==> config.mk <==
export PLATFORM = sky130hd
export DESIGN_NAME = uv_bus_apb_bridge
export DESIGN_NICKNAME = d
export VERILOG_FILES = /design/src/rtl/uv_bus_apb_bridge_pkg.sv /design/src/rtl/uv_bus_apb_bridge.sv
export SDC_FILE = /design/constraint.sdc
export NUM_CORES = 1
export LEC_CHECK = 0
export ABC_CLOCK_PERIOD_IN_PS = 2200
export BUFFER_PORTS_ARGS = -buffer_cell sky130_fd_sc_hd__buf_2
export CORE_ASPECT_RATIO = 0.6
export CORE_UTILIZATION = 47
export DETAILED_ROUTE_END_ITERATION = 16
export PLACE_DENSITY = 0.92
export RECOVER_POWER = 50
export SLEW_MARGIN = 30
export SYNTH_ARGS = -nofsm -noshare
export SYNTH_HDL_FRONTEND = slang
export SYNTH_SLANG_ARGS = --single-unit
==> constraint.sdc <==
create_clock -name clk -period 2.2 [get_ports clk]
set_clock_uncertainty 0.2 [all_clocks]
set_input_delay 0.11 -clock clk [delete_from_list [all_inputs] [get_ports clk]]
set_output_delay 0.11 -clock clk [all_outputs]
set_load 0.05 [all_outputs]
==> src/rtl/uv_bus_apb_bridge_pkg.sv <==
// Shared definitions for the uv bus to APB3 bridge: FSM states and response exception codes.
package uv_bus_apb_bridge_pkg;

  typedef enum logic [1:0] {
    ST_IDLE   = 2'd0,
    ST_SETUP  = 2'd1,
    ST_ACCESS = 2'd2,
    ST_RESP   = 2'd3
  } apb_state_e;

  localparam logic [1:0] UV_EXCP_OK     = 2'b00;
  localparam logic [1:0] UV_EXCP_SLVERR = 2'b01;
  localparam logic [1:0] UV_EXCP_TMO    = 2'b10;

  localparam int TMO_W = 16;

endpackage

==> src/rtl/uv_bus_apb_bridge.sv <==
// uv bus slave port to APB3 master; one transfer in flight, optional ACCESS-phase timeout.
module uv_bus_apb_bridge
  import uv_bus_apb_bridge_pkg::*;
#(
  parameter int ALEN    = 32,
  parameter int DLEN    = 32,
  parameter int MLEN    = DLEN / 8,
  parameter int TMO_CYC = 256
) (
  input  logic            clk,
  input  logic            rst_n,
  input  logic            bus_req_vld,
  output logic            bus_req_rdy,
  input  logic            bus_req_read,
  input  logic [ALEN-1:0] bus_req_addr,
  input  logic [MLEN-1:0] bus_req_mask,
  input  logic [DLEN-1:0] bus_req_data,
  output logic            bus_rsp_vld,
  input  logic            bus_rsp_rdy,
  output logic [1:0]      bus_rsp_excp,
  output logic [DLEN-1:0] bus_rsp_data,
  output logic            apb_psel,
  output logic            apb_penable,
  output logic            apb_pwrite,
  output logic [ALEN-1:0] apb_paddr,
  output logic [MLEN-1:0] apb_pstrb,
  output logic [DLEN-1:0] apb_pwdata,
  input  logic            apb_pready,
  input  logic            apb_pslverr,
  input  logic [DLEN-1:0] apb_prdata
);

  // APB3 carries 32-bit data only; other widths answer every request with a slave error.
  localparam bit UNSUP = (DLEN != 32);

  apb_state_e state, state_nxt;
  logic       req_hs;
  logic       tmo_hit;
  logic       acc_done;

  assign req_hs   = bus_req_vld & bus_req_rdy;
  assign acc_done = (state == ST_ACCESS) & apb_pready;

  always_ff @(posedge clk or negedge rst_n) begin
    if (!rst_n) state <= ST_IDLE;
    else        state <= state_nxt;
  end

  always_comb begin
    state_nxt   = state;
    bus_req_rdy = 1'b0;
    bus_rsp_vld = 1'b0;
    apb_psel    = 1'b0;
    apb_penable = 1'b0;
    case (state)
      ST_IDLE: begin
        bus_req_rdy = 1'b1;
        if (bus_req_vld) state_nxt = UNSUP ? ST_RESP : ST_SETUP;
      end
      ST_SETUP: begin
        apb_psel  = 1'b1;
        state_nxt = ST_ACCESS;
      end
      ST_ACCESS: begin
        apb_psel    = 1'b1;
        apb_penable = 1'b1;
        if (apb_pready || tmo_hit) state_nxt = ST_RESP;
      end
      ST_RESP: begin
        bus_rsp_vld = 1'b1;
        if (bus_rsp_rdy) state_nxt = ST_IDLE;
      end
      default: state_nxt = ST_IDLE;
    endcase
  end

  // Request fields are captured once so APB sees them stable for the whole transfer.
  always_ff @(posedge clk or negedge rst_n) begin
    if (!rst_n) begin
      apb_pwrite   <= 1'b0;
      apb_paddr    <= '0;
      apb_pstrb    <= '0;
      apb_pwdata   <= '0;
      bus_rsp_excp <= UV_EXCP_OK;
      bus_rsp_data <= '0;
    end else if (req_hs) begin
      apb_pwrite   <= ~bus_req_read;
      apb_paddr    <= {bus_req_addr[ALEN-1:2], 2'b00};
      apb_pstrb    <= bus_req_read ? '0 : bus_req_mask;
      apb_pwdata   <= bus_req_data;
      bus_rsp_excp <= UNSUP ? UV_EXCP_SLVERR : UV_EXCP_OK;
      bus_rsp_data <= '0;
    end else if (acc_done) begin
      bus_rsp_excp <= apb_pslverr ? UV_EXCP_SLVERR : UV_EXCP_OK;
      bus_rsp_data <= (!apb_pwrite && !apb_pslverr) ? apb_prdata : '0;
    end else if (tmo_hit) begin
      bus_rsp_excp <= UV_EXCP_TMO;
      bus_rsp_data <= '0;
    end
  end

  generate
    if (TMO_CYC != 0) begin : g_tmo
      localparam logic [TMO_W-1:0] TMO_LAST = TMO_W'(TMO_CYC - 1);
      logic [TMO_W-1:0] tmo_cnt;

      always_ff @(posedge clk or negedge rst_n) begin
        if (!rst_n)                                 tmo_cnt <= '0;
        else if (state == ST_SETUP)                 tmo_cnt <= '0;
        else if (state == ST_ACCESS && !apb_pready) tmo_cnt <= tmo_cnt + 1'b1;
      end

      // Fires on the TMO_CYC-th ACCESS cycle; a same-cycle PREADY takes priority via acc_done.
      assign tmo_hit = (state == ST_ACCESS) && !apb_pready && (tmo_cnt == TMO_LAST);
    end else begin : g_no_tmo
      assign tmo_hit = 1'b0;
    end
  endgenerate

endmodule

# --- Word level (Yosys, flattened, before mapping) ---
# Cells that the tools add are included.
op_classes:
  add_sub_neg: 1
  multipliers: 0
  div_mod_pow: 0
  order_cmp: 0
  eq_ne: 7
  shift: 0
  muxes: 19
  bitwise: 3
  n_reduce_logical: 12
ops:
  columns: ["op", "count"]
  rows:
  - ["two-way mux 32 bit", 4]
  - ["two-way mux 16 bit", 2]
  - ["adder 16 x 1 -> 16 bit, second input constant", 1]
  - ["equality test 16 x 8 -> 1 bit, second input constant", 1]
  - ["two-way mux 2 bit", 6]
  - ["one-hot mux 2 bit (4 select lines)", 1]
  - ["two-way mux 1 bit", 5]
  - ["equality test 2 bit, second input constant", 2]
  - ["two-way mux 4 bit", 1]
  - ["!= test 2 bit, second input constant", 2]
  - ["logical AND 1 bit", 3]
  - ["zero test 1 bit", 3]
  - ["AND reduction 3 bit", 1]
  - ["nonzero test 3 bit", 1]
  - ["AND 1 bit", 2]
  - ["equality test 2 x 1 -> 1 bit, second input constant", 1]
  - ["zero test 2 bit", 1]
  - ["!= test 2 x 1 -> 1 bit, second input constant", 1]
  - ["nonzero test 2 bit", 1]
  - ["OR reduction 2 bit", 1]
  - ["logical OR 1 bit", 1]
  - ["NOT 1 bit", 1]
word_totals:
  register_bits: 119
  latch_bits: 0
  ramBits: 0
  mem_bits_ro: 0
  output_inout_bits: 107
  memories: 0

# --- Logic depth before layout (Yosys ltp) ---
depth:
  ltp_word: 6
  depth_mapped: 7
  mapped_depth_nobuf: 6

# --- Least setup slack after synthesis ---
# OpenSTA, ideal clock, no wires.
synth_path:
  path_type: "reg-to-reg"
  startpoint: "reg state[0]"
  endpoint: "reg g_tmo.tmo_cnt[13]"
  setup_time_ns: 0.078
  t_arrival_ns: 2.015
  setup_slack_ns: -0.092
  stages_incl_launch_ff: 7
  synth_period_minus_slack_ns: 2.292
  cell_sequence: "dfrtp_1 inv_1 ha_1 nand4b_1 nor2_1 or4b_1 a21oi_1"
synth_between:
  elab_chain_cells: 3
synth_lines:
  columns: ["item", "line", "rtl"]
  rows:
  - ["start, declared", "uv_bus_apb_bridge.sv:36", "apb_state_e state, state_nxt;"]
  - ["start signal, assigned", "uv_bus_apb_bridge.sv:46", "else state <= state_nxt;"]
  - ["equality test 2 bit", "uv_bus_apb_bridge.sv:110", "else if (state == ST_ACCESS && !apb_pready) tmo_cnt <= tmo_cnt + 1'b1;"]
  - ["logical AND 1 bit", "uv_bus_apb_bridge.sv:110", null]
  - ["nonzero test 2 bit (no line)", null, null]
  - ["end signal, assigned", "uv_bus_apb_bridge.sv:110", null]
  - ["end, declared", "uv_bus_apb_bridge.sv:105", "logic [TMO_W-1:0] tmo_cnt;"]
# Parallel ways exist; a longest one is shown, timed or not.
# A chain may end at the register's enable or synchronous reset.

# --- Final worst setup path ---
layout_path:
  startpoint: "reg state[1]"
  endpoint: "reg apb_pwdata[24]"
layout_between:
  elab_chain_cells: 3
layout_lines:
  columns: ["item", "line", "rtl"]
  rows:
  - ["zero test 2 bit", "uv_bus_apb_bridge.sv:55", "case (state)"]
  - ["two-way mux 1 bit", "uv_bus_apb_bridge.sv:55", null]
  - ["AND 1 bit", "uv_bus_apb_bridge.sv:41", "assign req_hs = bus_req_vld & bus_req_rdy;"]
  - ["end signal, assigned", "uv_bus_apb_bridge.sv:90", "apb_pwdata <= bus_req_data;"]
  - ["end, declared", "uv_bus_apb_bridge.sv:27", "output logic [DLEN-1:0] apb_pwdata,"]
# No other way between the ends.

==> run metrics <==
worst r2r dst=apb_pwdata[24]; post-route ant nets=0; # port buffers=between 200 and 250; share of layout cells above drive strength 1=between 40% and 50%; delay-heaviest family, CP=flip-flops; Synth Instances=~340; Core Box Area=9844 um2; later-pin clock latency in the skew report=around 0.40 ns; synthesis warning total=0; power density cells=1648 nW/um2; top-area cell type share of the netlist area=62.52%; Antenna diodes=0; First-pass DRT Iterations=4; asr flop ratio synth=100.0%; die width=between 100 and 150 um; R2R Setup Slk=approximately 0.064 ns; # IOs=roughly 210; CP max stage delay=0.44 ns; GRT Total Usage=between 20% and 30%; Slowest-stage cell, CP=dfrtp_1; register area=2978 um2; unique cell type count in the Yosys netlist=38; H-tree Lvls=4; relative slew slack=between 20% and 30%; largest cells by area after synthesis=dfrtp_1 (63%), mux2_2 (15%), a22o_1 (6.1%); via-per-instance ratio=5.170; Overall Power=between 10000 and 15000 uW; number of synthesized register bits=~120; Tightest Pin Transition=between 1 and 1.5 ns; drt initial violations=around 160; Leak Pwr=0.003621 uW; Final setup violation count=0; largest area contributor in the netlist=dfrtp_1; area occupied by multi-input gates=~1700 um2; DRC Markers=0; gpl congestion=slightly below 0.9; largest net degree at the start of global routing=52; die area=approximately 11000 um2; CTS tree=done; CP Launch Type=flop; worst setup path end=apb_pwdata[24]; via count=roughly 4.2k; mapped cell area=approximately 4800 um2; WS Path Type=reg -> reg; Tmin final=between 2 and 2.5 ns; max-cap viol count=0; Worst setup startpoint=state[1]; clock root cell=clkbuf_16; first-pass GRT wire length=23.13 mm; cell depth of the worst setup path=5; Die H=roughly 80 um; Seq/Total Area, Yosys=62.52%; Syn Area/Cell=between 10 and 15 um2; TritonCTS buffer count=17; Hold Path Class=in -> async; Sink Count=119; Worst-path clk slew=about 0.060 ns; top-count cell post-synth=dfrtp_1; critical path cell sequence=inv_1 > ha_2 > and2_2 > buf_12 > mux2_2; final period utilization=about 97%; vias in the first global route=around 4.5k; initial antenna violation count=0; Pins Over Slew Limit=0; Detailed Route WL=roughly 15 mm; FMAX=468.2 MHz; status=finished clean; Worst Path Buf+Inv=2; Worst Path Max Fanout=51; deepest clock path buffer count=2; Final Util=about 77%; gr ovfl total=0; Post-synth EDFFs=0; area grow syn2layout=59.92%; cells on worst reg2reg path=5; initial core utilization=about half; DR WL/cell=around 19 um; WP data required=2.28 ns; Setup TNS=0 ns; fillcell total=roughly 560; num rows=28; worst vdd ir=1.120 mV; Synth Flop Type=dfrtp_1; Final Hold Viols=0; fin nets=approximately 770; nature of the critical path endpoint=flop; Worst R2R Start=state[1]; arrival time at the worst endpoint=between 2 and 2.5 ns; top cells by count, synth=dfrtp_1 (119), mux2_2 (62), a22o_1 (33); DP HPWL=between 7 and 8 mm
## cells in the final DEF, fill, tap and decap left out, types with 2 or more instances in the layout
master,n
ha_1,3
a21oi_1,2
nand4_1,6
clkbuf_2,3
clkinv_4,2
nand2b_1,4
inv_1,5
mux2_1,2
xnor2_1,6
a22o_1,33
nand3_1,4
clkbuf_16,17
o21ai_0,6
clkbuf_1,54
o211a_4,2
mux2_2,62
buf_4,6
xor2_1,6
nor2b_1,2
buf_12,3
clkinv_2,4
dfrtp_1,119
conb_1,2
clkinvlp_4,2
nor4_1,4
bufinv_16,3
nor3_1,2
buf_2,156
nor2_1,16
nand2_1,12
dlygate4sd3_1,106
ha_2,2
## metal layers
metal	part of all wire (%)	GRT usage, %
met1	40	33.76
met2	50	48.99
met3	7.3	8.127
met4	3.1	14.88
met5	0	0
## per-stage QoR
| step | hold WS, ns | cells | setup slack, ns | cell area [um2] |
|---|---|---|---|---|
| 6_report | 0.2669 | 810 | 0.06428 | 7617 |
| 5_1_grt | 0.2731 | 810 | -0.01188 | 7617 |
| 4_1_cts | 0.07502 | 807 | 0.03332 | 7639 |
| 3_5_place_dp | -0.04229 | 669 | 0.04042 | 5978 |
| 3_3_place_gp | -0.04663 | 669 | 0.1494 | 5978 |
| 2_1_floorplan | -0.3856 | 336 | 0.09503 | 4772 |
## worst min-delay path by stage
stage,cells past startpoint,slack [ns],start,endpoint
global route,3,0.27,apb_prdata[3],bus_rsp_data[3]
CTS,2,0.08,rst_n,apb_paddr[16]
detailed placement,1,-0.04,rst_n,apb_paddr[16]
global placement,1,-0.05,rst_n,apb_paddr[16]
finish,2,0.27,rst_n,apb_paddr[13]
floorplan,0,-0.39,rst_n,apb_paddr[10]
## timing repair
action,4_1_cts,5_1_grt
endpoints found under the setup margin,1,33
setup buffers,0,2
hold buffers,106,0
pin swaps,0,1
gates cloned,0,1
hold endpoints to repair,186,0
gates resized for setup,1,4
## area by class of cell
type	count	share of cell area [%]
Inverter	5	0.2464
Tap cell	135	2.217
Timing Repair Buffer	326	28.32
Clock inverter	12	1.988
Clock buffer	20	5.864
Sequential cell	119	39.09
Multi-Input combinational cell	193	22.27
## kinds of logic (layout without fill, tap and decap cells)
kind of cell	count (synthesis)	in the layout	share of synthesized area, %
muxes	65	65	15.34
DFF	119	119	62.52
buffers and inverters	25	363	3.047
AOI/OAI and AO/OA	46	47	8.196
xor gates and xnor gates	12	12	2.206
other	1	2	0.07873
and+or+nand+nor	62	62	7.302
adders and majority gates	5	5	1.313
## power breakdown
group          leakage, uW  internal [uW]  total, uW  switching (uW)
sequential         0.00151           3070       3640             571
combinational      0.00182           1630       6120            4490
clock             0.000290           1810       2790             980
total              0.00362           6510      12600            6040
## registers in the layout (all words and copies together) (netlist names)
signal,count
bus_rsp_data,32
g_tmo.tmo_cnt,16
apb_pstrb,4
bus_rsp_excp,2
state,2
apb_pwrite,1
apb_paddr,30
apb_pwdata,32
No activity file was read; power rests on OpenSTA's default activity.
